<file path="src/rtl/led_sequencer.sv">
// LED pattern sequencer: IDLE/RUN/PAUSE FSM stepping one of four 8-bit patterns every DIV cycles.
// All outputs registered; first step DIV cycles after the start edge, run ends on the STEPS-th tick.
module led_sequencer #(
  parameter int DIV   = 12500000,
  parameter int STEPS = 16
) (
  input  logic       CLOCK_50,
  input  logic       reset,
  input  logic [1:0] SW,
  input  logic       start,
  input  logic       pause,
  input  logic       stop,
  output logic [7:0] LEDG,
  output logic       busy,
  output logic       done
);

  localparam int             PW         = $clog2(DIV);
  localparam logic [PW-1:0]  PRESC_LAST = PW'(DIV - 1);
  localparam logic [7:0]     STEP_LAST  = 8'(STEPS - 1);

  localparam logic [1:0] MODE_BLINK = 2'b00;
  localparam logic [1:0] MODE_WALK  = 2'b01;
  localparam logic [1:0] MODE_PING  = 2'b10;

  typedef enum logic [1:0] {
    IDLE  = 2'd0,
    RUN   = 2'd1,
    PAUSE = 2'd2
  } state_t;

  state_t        state_q, state_d;
  logic [7:0]    ledg_q, ledg_d;
  logic          busy_q, busy_d;
  logic          done_q, done_d;
  logic [PW-1:0] presc_q, presc_d;
  logic [7:0]    step_q, step_d;
  logic [1:0]    mode_q, mode_d;
  logic          dir_left_q, dir_left_d;

  logic [7:0]    next_pat;
  logic          next_dir_left;
  logic [7:0]    init_pat;
  logic          tick;
  logic          to_idle;

  always_comb begin
    case (SW)
      MODE_BLINK: init_pat = 8'hFF;
      MODE_WALK:  init_pat = 8'h01;
      MODE_PING:  init_pat = 8'h01;
      default:    init_pat = 8'h00;
    endcase
  end

  // Ping-pong turns around at either end rather than wrapping.
  always_comb begin
    next_pat      = ledg_q;
    next_dir_left = dir_left_q;
    case (mode_q)
      MODE_BLINK: next_pat = ~ledg_q;
      MODE_WALK:  next_pat = {ledg_q[6:0], ledg_q[7]};
      MODE_PING: begin
        if (dir_left_q) begin
          if (ledg_q == 8'h80) begin
            next_pat      = 8'h40;
            next_dir_left = 1'b0;
          end else begin
            next_pat = ledg_q << 1;
          end
        end else begin
          if (ledg_q == 8'h01) begin
            next_pat      = 8'h02;
            next_dir_left = 1'b1;
          end else begin
            next_pat = ledg_q >> 1;
          end
        end
      end
      default:    next_pat = ledg_q + 8'd1;
    endcase
  end

  assign tick = (presc_q == PRESC_LAST);

  always_comb begin
    state_d    = state_q;
    ledg_d     = ledg_q;
    busy_d     = busy_q;
    done_d     = 1'b0;
    presc_d    = presc_q;
    step_d     = step_q;
    mode_d     = mode_q;
    dir_left_d = dir_left_q;
    to_idle    = 1'b0;

    case (state_q)
      IDLE: begin
        if (start && !stop) begin
          state_d    = RUN;
          mode_d     = SW;
          ledg_d     = init_pat;
          presc_d    = '0;
          step_d     = 8'd0;
          dir_left_d = 1'b1;
          busy_d     = 1'b1;
        end
      end
      RUN: begin
        if (stop) begin
          to_idle = 1'b1;
        end else if (pause) begin
          state_d = PAUSE;
        end else if (tick) begin
          presc_d = '0;
          if (step_q == STEP_LAST) begin
            to_idle = 1'b1;
            done_d  = 1'b1;
          end else begin
            ledg_d     = next_pat;
            dir_left_d = next_dir_left;
            step_d     = step_q + 8'd1;
          end
        end else begin
          presc_d = presc_q + PW'(1);
        end
      end
      PAUSE: begin
        if (stop) begin
          to_idle = 1'b1;
        end else if (!pause && start) begin
          state_d = RUN;
        end
      end
      default: to_idle = 1'b1;
    endcase

    if (to_idle) begin
      state_d = IDLE;
      ledg_d  = 8'h00;
      busy_d  = 1'b0;
      presc_d = '0;
      step_d  = 8'd0;
    end
  end

  always_ff @(posedge CLOCK_50) begin
    if (reset) begin
      state_q    <= IDLE;
      ledg_q     <= 8'h00;
      busy_q     <= 1'b0;
      done_q     <= 1'b0;
      presc_q    <= '0;
      step_q     <= 8'd0;
      mode_q     <= MODE_BLINK;
      dir_left_q <= 1'b1;
    end else begin
      state_q    <= state_d;
      ledg_q     <= ledg_d;
      busy_q     <= busy_d;
      done_q     <= done_d;
      presc_q    <= presc_d;
      step_q     <= step_d;
      mode_q     <= mode_d;
      dir_left_q <= dir_left_d;
    end
  end

  assign LEDG = ledg_q;
  assign busy = busy_q;
  assign done = done_q;

endmodule

</file>
<file path="config.mk">
export PLATFORM = sky130hd
export DESIGN_NAME = led_sequencer
export DESIGN_NICKNAME = d
export VERILOG_FILES = /design/src/rtl/led_sequencer.sv
export SDC_FILE = /design/constraint.sdc
export NUM_CORES = 1
export LEC_CHECK = 0
export CAP_MARGIN = 20
export CORE_MARGIN = 3
export CORE_UTILIZATION = 35
export CTS_BUF_LIST = sky130_fd_sc_hd__clkbuf_4
export CTS_CLUSTER_SIZE = 12
export DETAILED_ROUTE_END_ITERATION = 7
export PLACE_DENSITY = 0.56
export SLEW_MARGIN = 10
export SYNTH_ARGS = -nofsm -noshare
export SYNTH_HDL_FRONTEND = slang
export SYNTH_SLANG_ARGS = --single-unit
</file>
<file path="constraint.sdc">
create_clock -name CLOCK_50 -period 2.5 [get_ports CLOCK_50]
set_clock_uncertainty 0.05 [all_clocks]
set_input_delay 0.5 -clock CLOCK_50 [delete_from_list [all_inputs] [get_ports CLOCK_50]]
set_output_delay 0.5 -clock CLOCK_50 [all_outputs]
set_load 0.03 [all_outputs]
</file>
==> results of run 1 <==
-- logic make-up after synthesis --
family	count (synthesis)
AND/OR/NAND/NOR	150
AO/OA/AOI/OAI	89
flip-flops	47
buffers and inverters	33
XOR/XNOR	20
multiplexers	7
adder cells (fa/ha/maj)	5
-- per-layer routing --
layer / up-vias / global-route usage, % / routed length, um
met5: - / 0 / 0
met4: 0 / 3.240 / 53
met3: 5 / 2.740 / 378
met2: 59 / 22.56 / 3113
met1: 1322 / 25.76 / 4040
li1: 1395 / - / -
-- sequential cells by signal (all words and copies together) (netlist names) --
signal,flops
presc_q,24
LEDG,8
step_q,8
mode_q,2
state_q,2
busy,1
dir_left_q,1
done,1
-- through the flow --
step / util [%] / instances / setup WS [ns] / hold WS [ns] / area, um^2
detailed placement: 41.86 / 472 / 0.07543 / 0.4166 / 3302
global route: 42.72 / 480 / 0.09930 / 0.4792 / 3369
floorplan: - / 351 / 0.2148 / 0.3957 / 2898
CTS: 42.59 / 480 / 0.1696 / 0.4370 / 3359
global placement: 41.86 / 472 / 0.09961 / 0.4107 / 3302
finish: 42.72 / 480 / 0.1918 / 0.4361 / 3369
-- area by class of cell --
cell class	instances	share of cell area, %
Clock buffer	5	1.114
Clock inverter	3	0.5941
Inverter	11	1.225
Multi-Input combinational cell	271	54.29
Sequential cell	47	27.92
Tap cell	102	3.788
Timing Repair Buffer	41	11.07
-- where the power goes --
| group | total, mW | switching, mW | leakage [nW] | internal (mW) |
|---|---|---|---|---|
| registers | 0.827 | 0.0496 | 0.381 | 0.777 |
| logic | 0.477 | 0.272 | 0.667 | 0.205 |
| clock network | 0.375 | 0.267 | 0.0288 | 0.109 |
| total | 1.68 | 0.589 | 1.08 | 1.09 |
-- worst min-delay path: stages, from the launching register on --
cell and delay [ns]:
dfxtp_1 0.36, nand2_1 0.06, a21oi_1 0.05
-- final timing paths --
path,startpoint,to,slack [ns]
worst max register to register,presc_q[14]$_SDFFE_PP0P_,LEDG[2]$_SDFFE_PP0P_,0.26
worst max-delay path,LEDG[2]$_SDFFE_PP0P_,LEDG[2],0.19
worst min-delay path,presc_q[1]$_SDFFE_PP0P_,presc_q[1]$_SDFFE_PP0P_,0.44
worst min register to register,presc_q[1]$_SDFFE_PP0P_,presc_q[1]$_SDFFE_PP0P_,0.44
-- Yosys cell counts, drive strengths merged, types with 3 or more instances --
master / n / share of area (%)
mux2i: 5 / 1.7
nor2b: 5 / 1.1
dfxtp: 47 / 32
xor2: 5 / 1.5
or3: 3 / 0.82
or4: 5 / 1.4
a21oi: 20 / 3.5
or2: 3 / 0.65
nand3b: 3 / 0.78
inv: 11 / 1.4
nand4: 7 / 1.5
xnor2: 15 / 4.5
o211ai: 5 / 1.3
nand3: 15 / 2.6
nor2: 20 / 2.6
o221a: 7 / 2.7
a2111oi: 3 / 2.0
nor3: 27 / 4.7
nand2: 28 / 3.6
and3: 4 / 0.86
o31ai: 5 / 1.3
a31oi: 7 / 1.5
buf: 6 / 1.3
a311oi: 6 / 1.8
o311ai: 3 / 0.91
nand4b: 3 / 0.91
o21ai: 15 / 2.6
ha: 5 / 2.2
clkbuf: 16 / 2.1
and2: 4 / 0.86
nor4: 7 / 1.7
nor4b: 3 / 0.91
nand2b: 6 / 1.3
==> results.yml, run 1 <==
status:
  status: "finished clean"
critical_path:
  worstSetupPathType: "flop to output pin"
  end_kind: "output pin"
  cp_num_cells: 1
  cpPeakStageDelay_ns: 0.76
  startpoint_type: "flop"
  r2r_cells: 5
  critPathRequiredTime_ns: 1.95
  path_cells: "clkdlybuf4s50_1"
  cpLargestDelayFamily: "buffers and inverters"
  cp_slowest_cell: "clkdlybuf4s50_1"
  cp_max_fo: 12
  crit_arrival_ns: 1.76
  critPathBufInv: 1
synthesis:
  syn-num-nets: 363
  yosys_warnings: 0
  synth-xor-area-share_pct: 6.045
  ys_ff_latch: 47
  synth_edf_count: 0
  muxShareOfSynthArea_pct: 2.893
  synth.cell_area_um2: 2898
  synth_area_per_cell_um2: 8.256
  synth_top_family_by_area: "simple AND/OR/NAND/NOR gates"
  async_reset_ff_share_pct: 0
  synth_cells: 351
  ys_seq_area_share_pct: 32.47
  yosys.area_share.simple_pct: 28.63
  synth_top_flop_cell: "dfxtp_1"
  synthAdderAreaFrac_pct: 2.159
  ys_types: 61
  synth-compound-area-share_pct: 23.06
route:
  ant_nets: 0
  firstDrtPassIters: 4
  routedWlPerCell_um: 15.80
  dr_total_vias: 2781
  drc: 0
  viasPerCell: 5.794
  drt_iter0_drc: 139
  routed_wl_mm: 7.586
clock_network:
  clk_pin_slew_ns: 0.16
  htreeDepth: 2
  cts_resized: 0
  postCtsHoldBufs: 0
  cts.sinks: 47
  cts-root-buf: "clkbuf_4"
  clock_latency_ns: 0.37
  clockBufferDepth: 2
  cts_setup_buffers: 0
  cts_made_buffers: 5
  cts_tree: "yes"
final_layout:
  fillers: 795
  areaGrowthSynthToFinish_pct: 16.28
  multi_input_area_um2: 1829
  diodes: 0
  final_nets: 389
  layout-drive-gt1-share_pct: 14.55
  final_cell_mix: "dfxtp_1, nand2_1, nor3_1"
  layout_commonest_cell: "dfxtp_1"
  final-seq-area_um2: 940.9
grt:
  grt.overflow.total: 0
  antenna_found_initial: 0
  grt_max_degree: 30
  grt_pass1_wl_mm: 12.85
  first_global_vias: 2481
  grt_usage_pct: 16.21
power:
  power.density_nw_per_um2: 498.4
  p_leak_nw: 1.077
  power_mw: 1.679
  ir_drop_mv: 0.2079
place:
  place_hpwl_mm: 5.356
  port_buffers: 16
  place_congestion: 0.8199
run:
  cap_violations: 0
timing:
  setup_tns_ns: 0
  finalCritPeriodShare_pct: 92.33
  rsz0062_at_grt: "no"
  setup_viol: 0
  hold_viol: 0
  finalCriticalPeriod_ns: 2.308
  fmax_ghz: 0.4332
  worst_slew_pin_slew_ns: 0.9208
  final-max-slew-violation-count: 0
  max_slew_margin_pct: 37.64
floorplan:
  ios: 17
  chipHeight_um: 96.99
  dieArea_um2: 9407
  rows: 32
  fp.dieW_um: 96.99
  start_util_pct: 36.74
  core_um2: 7888
hold_path:
  min_path_cells: 2
  hold_class: "flop to flop"
(Power assumes the default switching activity.)
==> inputs of run 2 (changes only) <==
--- a/config.mk
+++ b/config.mk
@@ -5,6 +5,7 @@
 export SDC_FILE = /design/constraint.sdc
 export NUM_CORES = 1
 export LEC_CHECK = 0
+export ABC_CLOCK_PERIOD_IN_PS = 2500
 export CAP_MARGIN = 20
 export CORE_MARGIN = 3
 export CORE_UTILIZATION = 35
==> results of run 2 <==
No change in the layout: final DEF, timing and power equal those of run 1.
